## src/rtl/stream_mux_pkg.sv

```systemverilog
// Shared constants and the round-robin search function for the stream
// arbiter/mux.
package stream_mux_pkg;

  localparam int MODE_SEL = 0;
  localparam int MODE_RR  = 1;
  localparam int MAX_NCH  = 16;

  // Result of a round-robin search: whether any request won, and which one.
  typedef struct packed {
    logic       any;
    logic [3:0] idx;
  } rr_gnt_t;

  // First requester found searching from ptr+1 upward, wrapping modulo nch.
  // Both arguments are zero-extended to the largest supported channel count.
  function automatic rr_gnt_t rr_grant(input logic [MAX_NCH-1:0] req,
                                       input logic [3:0]         ptr,
                                       input int                 nch);
    rr_gnt_t g;
    int      c;
    g = '0;
    for (int k = 1; k <= MAX_NCH; k++) begin
      c = (int'(ptr) + k) % nch;
      if (k <= nch && !g.any && req[c[3:0]]) begin
        g.any = 1'b1;
        g.idx = c[3:0];
      end
    end
    return g;
  endfunction

endpackage

```

## src/rtl/rr_arbiter.sv

```systemverilog
// Round-robin grant search: picks the first asserted request after ptr.
module rr_arbiter
  import stream_mux_pkg::*;
#(
  parameter int NCH = 4
) (
  input  logic [NCH-1:0]         req,
  input  logic [$clog2(NCH)-1:0] ptr,
  output logic [$clog2(NCH)-1:0] gnt_idx,
  output logic                   gnt_any
);

  rr_gnt_t g;

  // Purely combinational search; the pointer lives in the parent.
  always_comb begin
    g       = rr_grant(MAX_NCH'(req), 4'(ptr), NCH);
    gnt_any = g.any;
    gnt_idx = g.idx[$clog2(NCH)-1:0];
  end

endmodule

```

## src/rtl/stream_arb_mux.sv

```systemverilog
// N-channel valid/ready stream mux with a single registered output slot.
// Channel choice is either an explicit index (MODE_SEL) or round-robin
// (MODE_RR). The output register accepts a new word whenever it is empty
// or being drained in the same cycle, giving full throughput.
module stream_arb_mux
  import stream_mux_pkg::*;
#(
  parameter int WIDTH = 8,
  parameter int NCH   = 4,
  parameter int MODE  = MODE_RR
) (
  input  logic                   clk,
  input  logic                   rst,
  input  logic [$clog2(NCH)-1:0] sel,
  input  logic [NCH-1:0]         in_valid,
  input  logic [NCH*WIDTH-1:0]   in_data,
  output logic [NCH-1:0]         in_ready,
  output logic                   out_valid,
  output logic [WIDTH-1:0]       out_data,
  output logic [$clog2(NCH)-1:0] out_ch,
  input  logic                   out_ready
);

  localparam int PW = $clog2(NCH);

  logic [PW-1:0] ptr;
  logic [PW-1:0] rr_idx;
  logic          rr_any;
  logic [PW-1:0] gnt_idx;
  logic          gnt_any;
  logic          load;
  logic          take;

  rr_arbiter #(.NCH(NCH)) u_rr (
    .req     (in_valid),
    .ptr     (ptr),
    .gnt_idx (rr_idx),
    .gnt_any (rr_any)
  );

  // Grant selection and per-channel ready; never looks at in_data.
  always_comb begin
    // NOTE: every output of this block gets a default first, so no path can
    // leave one unassigned and infer a latch.
    gnt_idx  = '0;
    gnt_any  = 1'b0;
    in_ready = '0;
    load     = !out_valid || out_ready;
    if (MODE == MODE_RR) begin
      gnt_idx = rr_idx;
      gnt_any = rr_any;
    end else begin
      gnt_idx = sel;
      gnt_any = (int'(sel) < NCH);
    end
    if (gnt_any && load && !rst) in_ready[gnt_idx] = 1'b1;
    take = |(in_valid & in_ready);
  end

  // Output slot and round-robin pointer.
  always_ff @(posedge clk) begin
    // NOTE: non-blocking assignments so every register samples pre-edge
    // values regardless of statement order.
    if (rst) begin
      out_valid <= 1'b0;
      out_data  <= '0;
      out_ch    <= '0;
      ptr       <= PW'(NCH - 1);
    end else if (take) begin
      out_valid <= 1'b1;
      out_data  <= in_data[gnt_idx*WIDTH +: WIDTH];
      out_ch    <= gnt_idx;
      if (MODE == MODE_RR) ptr <= gnt_idx;
    end else if (out_ready) begin
      out_valid <= 1'b0;
    end
  end

endmodule

```

## config.mk

```make
export PLATFORM = sky130hd
export DESIGN_NAME = stream_arb_mux
export DESIGN_NICKNAME = d
export VERILOG_FILES = /design/src/rtl/stream_mux_pkg.sv /design/src/rtl/rr_arbiter.sv /design/src/rtl/stream_arb_mux.sv
export SDC_FILE = /design/constraint.sdc
export NUM_CORES = 1
export LEC_CHECK = 0
export ABC_AREA = 0
export CELL_PAD_IN_SITES_DETAIL_PLACEMENT = 2
export CELL_PAD_IN_SITES_GLOBAL_PLACEMENT = 2
export CORE_UTILIZATION = 18
export CTS_CLUSTER_DIAMETER = 80
export DETAILED_ROUTE_END_ITERATION = 10
export PLACE_DENSITY = 0.77
export SLEW_MARGIN = 30
export SYNTH_ARGS = -nofsm -noshare
export SYNTH_HDL_FRONTEND = slang
export SYNTH_HIERARCHICAL = 1
export SYNTH_SLANG_ARGS = --single-unit
```

## constraint.sdc

```tcl
create_clock -name clk -period 2.3 [get_ports clk]
set_clock_uncertainty 0.05 [all_clocks]
set_input_delay 0.46 -clock clk [delete_from_list [all_inputs] [get_ports clk]]
set_output_delay 0.46 -clock clk [all_outputs]
set_load 0.03 [all_outputs]
```

==> impl_results.md, run 1 <==
* TritonRoute pass-1 iters at 4
* Fin worst setup slack at 0.009760 ns
* First-pass GRT wire length at 5775 µm
* Layout fillers at 457
* Fin crit period at 2.290 ns
* # setup viols final at 0
* Crit. End Element: output pin
* Worst min path class: register to register
* Fin Setup TNS at 0 ns
* Placed Cells at 201
* Final hold vios at 0
* Req. time, crit path at 1.79 ns
* GRT Util Overall at 0.1538
* CP max stage cell: nor4b_4
* Dpl hpwl at 2793 µm
* Placer Congestion at 0.7373
* Vias in the first global route at 1,173
* Worst path cell trace: clkdlybuf4s15_2, buf_4, o22ai_2, a21oi_2, buf_6, buf_12, nor4b_4, buf_6
* Fin cells at 213
* Max incr delay on CP at 0.27 ns
* Slew margin rel. at 0.7135
* Mapped Area at 828.3 µm²
* Syn avg cell area at 9.307 µm²
* EDFF count, synth at 0
* CP dominant cell by count: buf_6
* Initial antenna violation count at 0
* PD cells at 593.7 mW/mm²
* Distinct cells, synth at 28
* Multi-input logic area at 611.8 µm²
* Port bufs at 53
* Area leader, netlist: dfxtp_1
* Post-synthesis sequential area ratio at 0.3142
* Hold buffers post-CTS at 0
* Commonest non-fill, non-tap cell in the layout: clkdlybuf4s50_1
* Clk buf depth at 2
* Layout net count at 203
* Final period utilization at 0.9958
* Post-route DRC at 0
* Pre-CTS setup slack at -0.5472 ns
* Measured slew at the worst slew-check pin at 0.4265 ns
* # Max-Cap Violations at 0
* Htree depth at 1
* Synthesized net count at 130
* Fin area at 0.001714 mm²
* TritonCTS clock tree: yes
* FP Rows at 24
* Maximum fanout along the worst path at 4
* Leakage power at 0.0006580 µW
* Share of cells above drive strength 1 at 0.3416
* WL/cell at 16.92 µm
* Core area at 0.004384 mm²
* CTS Sinks at 13
* Layout area overhead at 106.9%
* Critical Path Source Type: input port
* Top_reg_cell synth: dfxtp_1
* Largest net degree at the start of global routing at 12
* Initial drt markers at 13
* Routed wire length at 3605 µm
* Total CTS buffers at 3
* Top cells by area, synth: dfxtp_1 (31%), mux4_2 (22%), o21ai_0 (10%), nand2_1 (5.0%), nor2_1 (3.2%)
* Synthesized flop and latch total at 13
* CTS root buffer: clkbuf_8
* Status: finished clean
* Total overflow reported by the global router at 0
* RSZ-0062 raised after global routing: true
* Clk_lat worst skew at 0.24 ns
* Routed vias at 1,000
* Diode count at 0
* Synth top area share at 0.3142
* DR vias/cell at 4.695
* Die ar. at 0.004877 mm²
* FF+latch area at 260.3 µm²
* Clock transition at path regs at 0.05 ns
* Die width at 69.84 µm
* Worst Path Arrival at 1.78 ns
* Gate Count Post-Synth at 89
* Most frequent cells in the layout: clkdlybuf4s50_1 (45), o21ai_0 (16), buf_4 (16)
* Setup CP Type: input port to output pin
* Starting Density at 0.1889
* Final ANT Viol Nets at 0
* Async S/R FF share, synth at 0
* Pins Over Slew Limit at 0
* Die Ht at 69.84 µm
* Post-DP Area at 0.001516 mm²
* Yosys warnings at 6
* Io pins at 56
* Highest Clock Rate at 436.6 MHz
* VDD IR-drop max at 179.3 µV
-- worst max-delay path, delay by kind of cell --
| kind | cells | cell delay [ns] |
|---|---|---|
| and+or+nand+nor | 1 | 0.27 |
| AOI/OAI and AO/OA | 2 | 0.23 |
| buffers and inverters | 5 | 0.82 |
-- final cells by class --
type                    count  area share
multi-input cells          68      0.3569
flip-flops and latches     13      0.1518
inverters                   2    0.004380
well taps                  52     0.03796
repair buffers             74      0.4226
clock buffers               4     0.02628
-- worst paths after layout --
check / to / from / slack (ns) / cells after the start
min reg2reg: out_data[0]$_SDFFE_PP0P_ / out_data[0]$_SDFFE_PP0P_ / 0.41 / 2
min: out_data[0]$_SDFFE_PP0P_ / out_data[0]$_SDFFE_PP0P_ / 0.41 / 2
max: in_ready[1] / in_valid[2] / 0.01 / 8
max reg2reg: out_data[1]$_SDFFE_PP0P_ / ptr[0]$_SDFFE_PP1P_ / 0.12 / 9
-- what timing repair did --
action	in CTS	in global routing
pin swaps	8	1
resized for setup	27	6
endpoints found under the setup margin	17	5
setup buffers	7	1
-- layer usage --
layer,global-route usage,part of all wire
met4,0.08222,0.027
met1,0.1745,0.41
met5,0,0
met3,0.02616,0.060
met2,0.2724,0.51
-- registers in the layout (all words and copies together) (netlist names) --
register   flops
out_valid      1
out_data       8
out_ch         2
ptr            2
-- logic make-up (layout without fill, tap and decap cells) --
family          after synthesis  count (layout)  synth area share
simple gates                 31              31            0.2085
compound gates               27              27            0.1828
flops                        13              13            0.3142
mux                          10              10            0.2417
buf+inv                       8              80           0.05288
-- cell usage after synthesis, types with 2 or more instances --
library cell / n
a21oi_1: 2
and2b_1: 2
buf_2: 2
clkbuf_1: 2
dfxtp_1: 13
inv_1: 2
mux2i_1: 2
mux4_2: 8
nand2_1: 11
nand2b_1: 2
nand2b_2: 2
nor2_1: 7
nor4b_1: 2
o21ai_0: 17
o21ai_1: 2
-- power by group --
part / total, µW / switching, µW / internal, µW
registers: 289 / 24.7 / 264
clock network: 201 / 79.2 / 122
logic: 527 / 239 / 288
total: 1020 / 343 / 675
-- per-stage QoR --
step | utilization | hold slack, ns | power (µW)
CTS | 0.3827 | 0.4119 | 1011
global route | 0.3910 | 0.4381 | 1075
global placement | 0.3459 | 0.3927 | 734.4
floorplan | - | 0.4174 | 533.0
detailed placement | 0.3459 | 0.4035 | 750.4
finish | 0.3910 | 0.4073 | 1018
No activity file was read; power rests on OpenSTA's default activity.
==> inputs of run 2 (changes only) <==
CTS_BUF_LIST = sky130_fd_sc_hd__clkbuf_4 sky130_fd_sc_hd__clkbuf_8 sky130_fd_sc_hd__clkbuf_16   (was not set)
SKIP_CTS_REPAIR_TIMING = 1   (was not set)
==> impl_results.md, run 2 (same netlist as run 1, synthesis figures left out) <==
* Total CTS buffers at 3 (unchanged)
* Critical Path Source Type: input port
* Sw frac at 0.3342 (-0.002915)
* Starting Density at 0.1889 (unchanged)
* Post-route DRC at 0 (unchanged)
* Total power at 1027 µW (+0.92%)
* Largest net degree at the start of global routing at 12 (unchanged)
* Number of flip-flops in the largest register at 8 (unchanged)
* Status: finished clean
* DR vias/cell at 4.598 (-2.1%)
* CTS Sinks at 13 (unchanged)
* Cells on Worst Hold Path at 2 (unchanged)
* Fin area at 0.001715 mm² (about the same)
* Commonest non-fill, non-tap cell in the layout: clkdlybuf4s50_1
* VDD IR-drop max at 175.3 µV (-2.2%)
* Final hold vios at 0 (unchanged)
* Clk network pwr share at 0.206 (+0.008)
* TritonRoute pass-1 iters at 2 (-2)
* # setup viols final at 0 (unchanged)
* Sw Pwr at 343.2 µW (about the same)
* GRT Util Overall at 0.1414 (-0.01247)
* Largest register by flop count: out_data
* Slew margin rel. at 0.6719 (-0.04166)
* Final ANT Viol Nets at 0 (unchanged)
* Pint at 683.8 µW (+1.4%)
* Fin crit period at 2.252 ns (-0.03850 ns)
* TritonCTS clock tree: yes
* Dpl hpwl at 2793 µm (unchanged)
* Die width at 69.84 µm (unchanged)
* FP Rows at 24 (unchanged)
* Total overflow reported by the global router at 0 (unchanged)
* Post-DP Area at 0.001516 mm² (unchanged)
* Core area at 0.004384 mm² (unchanged)
* Pre-CTS setup slack at -0.5472 ns (unchanged)
* Layout fillers at 457 (unchanged)
* Leakage power at 0.0006655 µW (+1.1%)
* First-pass GRT wire length at 5361 µm (-7.2%)
* Comb power frac at 0.513 (-0.005)
* Initial drt markers at 24 (+11)
* Share of cells above drive strength 1 at 0.3457 (+0.004064)
* Final Core Density at 0.3913 (about the same)
* Share of power burned in registers at 0.281 (-0.003)
* # Max-Cap Violations at 0 (unchanged)
* Fin worst setup slack at 0.04826 ns (+0.03850 ns)
* Initial antenna violation count at 0 (unchanged)
* Port bufs at 53 (unchanged)
* Worst Path Arrival at 1.74 ns (-0.04 ns)
* Placer Congestion at 0.7373 (unchanged)
* Htree depth at 1 (unchanged)
* Clk buf depth at 2 (unchanged)
* Die ar. at 0.004877 mm² (unchanged)
* PD cells at 598.7 mW/mm² (+0.84%)
* Routed wire length at 3639 µm (+0.94%)
* Die Ht at 69.84 µm (unchanged)
* Clk_lat worst skew at 0.24 ns (about the same)
* Measured slew at the worst slew-check pin at 0.4910 ns (+0.06453 ns)
* Highest Clock Rate at 444.1 MHz (+1.7%)
* Layout net count at 204 (+0.49%)
* Most frequent cells in the layout: clkdlybuf4s50_1 (45), o21ai_0 (17), buf_4 (17)
* Maximum fanout along the worst path at 6 (+2)
* Worst min path class: register to register
* Final period utilization at 0.9790 (-0.01674)
* WL/cell at 17.00 µm (+0.47%)
* Vias in the first global route at 1,111 (-5.3%)
* Req. time, crit path at 1.79 ns (about the same)
* Layout area overhead at 107.1% (about the same)
* Routed vias at 984 (-1.6%)
* Clock transition at path regs at 0.05 ns (about the same)
* Reg2Reg Depth at 7 (-2)
* Setup CP Type: input port to output pin
* Diode count at 0 (unchanged)
* Pins Over Slew Limit at 0 (unchanged)
* Io pins at 56 (unchanged)
* Crit. End Element: output pin
* CTS root buffer: clkbuf_8
* Regs by FF count: out_data (8), out_ch (2), ptr (2)
* Fin Setup TNS at 0 ns (unchanged)
run 2: critical path, cell delays in order:
cell	delay, ns
clkbuf_2	0.10
buf_6	0.12
and2b_2	0.21
o21ai_2	0.16
o311ai_4	0.19
nor4_4	0.33
buf_6	0.17
run 2: final timing paths:
check | slack [ns] | startpoint | to
min reg2reg | 0.42 | out_ch[0]$_SDFFE_PP0P_ | out_ch[0]$_SDFFE_PP0P_
max | 0.05 | in_valid[3] | in_ready[0]
max reg2reg | 0.15 | ptr[0]$_SDFFE_PP1P_ | ptr[0]$_SDFFE_PP1P_
min | 0.42 | out_ch[0]$_SDFFE_PP0P_ | out_ch[0]$_SDFFE_PP0P_
run 2: final cells by class:
class / instances / area (µm²) / area share
Timing Repair Buffer: 75 / 724.4 / 0.4223
Multi-Input combinational cell: 68 / 608.1 / 0.3545
Sequential cell: 13 / 261.5 / 0.1524
Tap cell: 52 / 65.06 / 0.03793
Clock buffer: 4 / 48.80 / 0.02845
Inverter: 2 / 7.507 / 0.004376
run 2: through the flow:
| stage | instances | hold WS [ns] |
|---|---|---|
| after detailed placement | 201 | 0.4035 |
| after CTS | 205 | 0.4254 |
| final | 214 | 0.4194 |
| after floorplan | 89 | 0.4174 |
| after global routing | 214 | 0.4401 |
| after global placement | 201 | 0.3927 |
run 2: metal layers:
metal,up-vias,track usage,part of all wire
met2,39,0.2329,0.50
met1,468,0.1737,0.43
met5,-,0,0
li1,473,-,-
met4,0,0.07778,0.014
met3,4,0.02471,0.056
run 2: power groups by stage:
stage	clock, µW	sequential [µW]	combinational [µW]
global placement	0	290	445
CTS	221	290	459
detailed placement	0	294	457
floorplan	0	354	179
finish	212	289	526
global route	233	295	560
==> inputs of run 3 (changes only) <==
HOLD_SLACK_MARGIN = 0.05   (was not set)
==> results of run 3 <==
No change in the layout: final DEF, timing and power equal those of run 2.
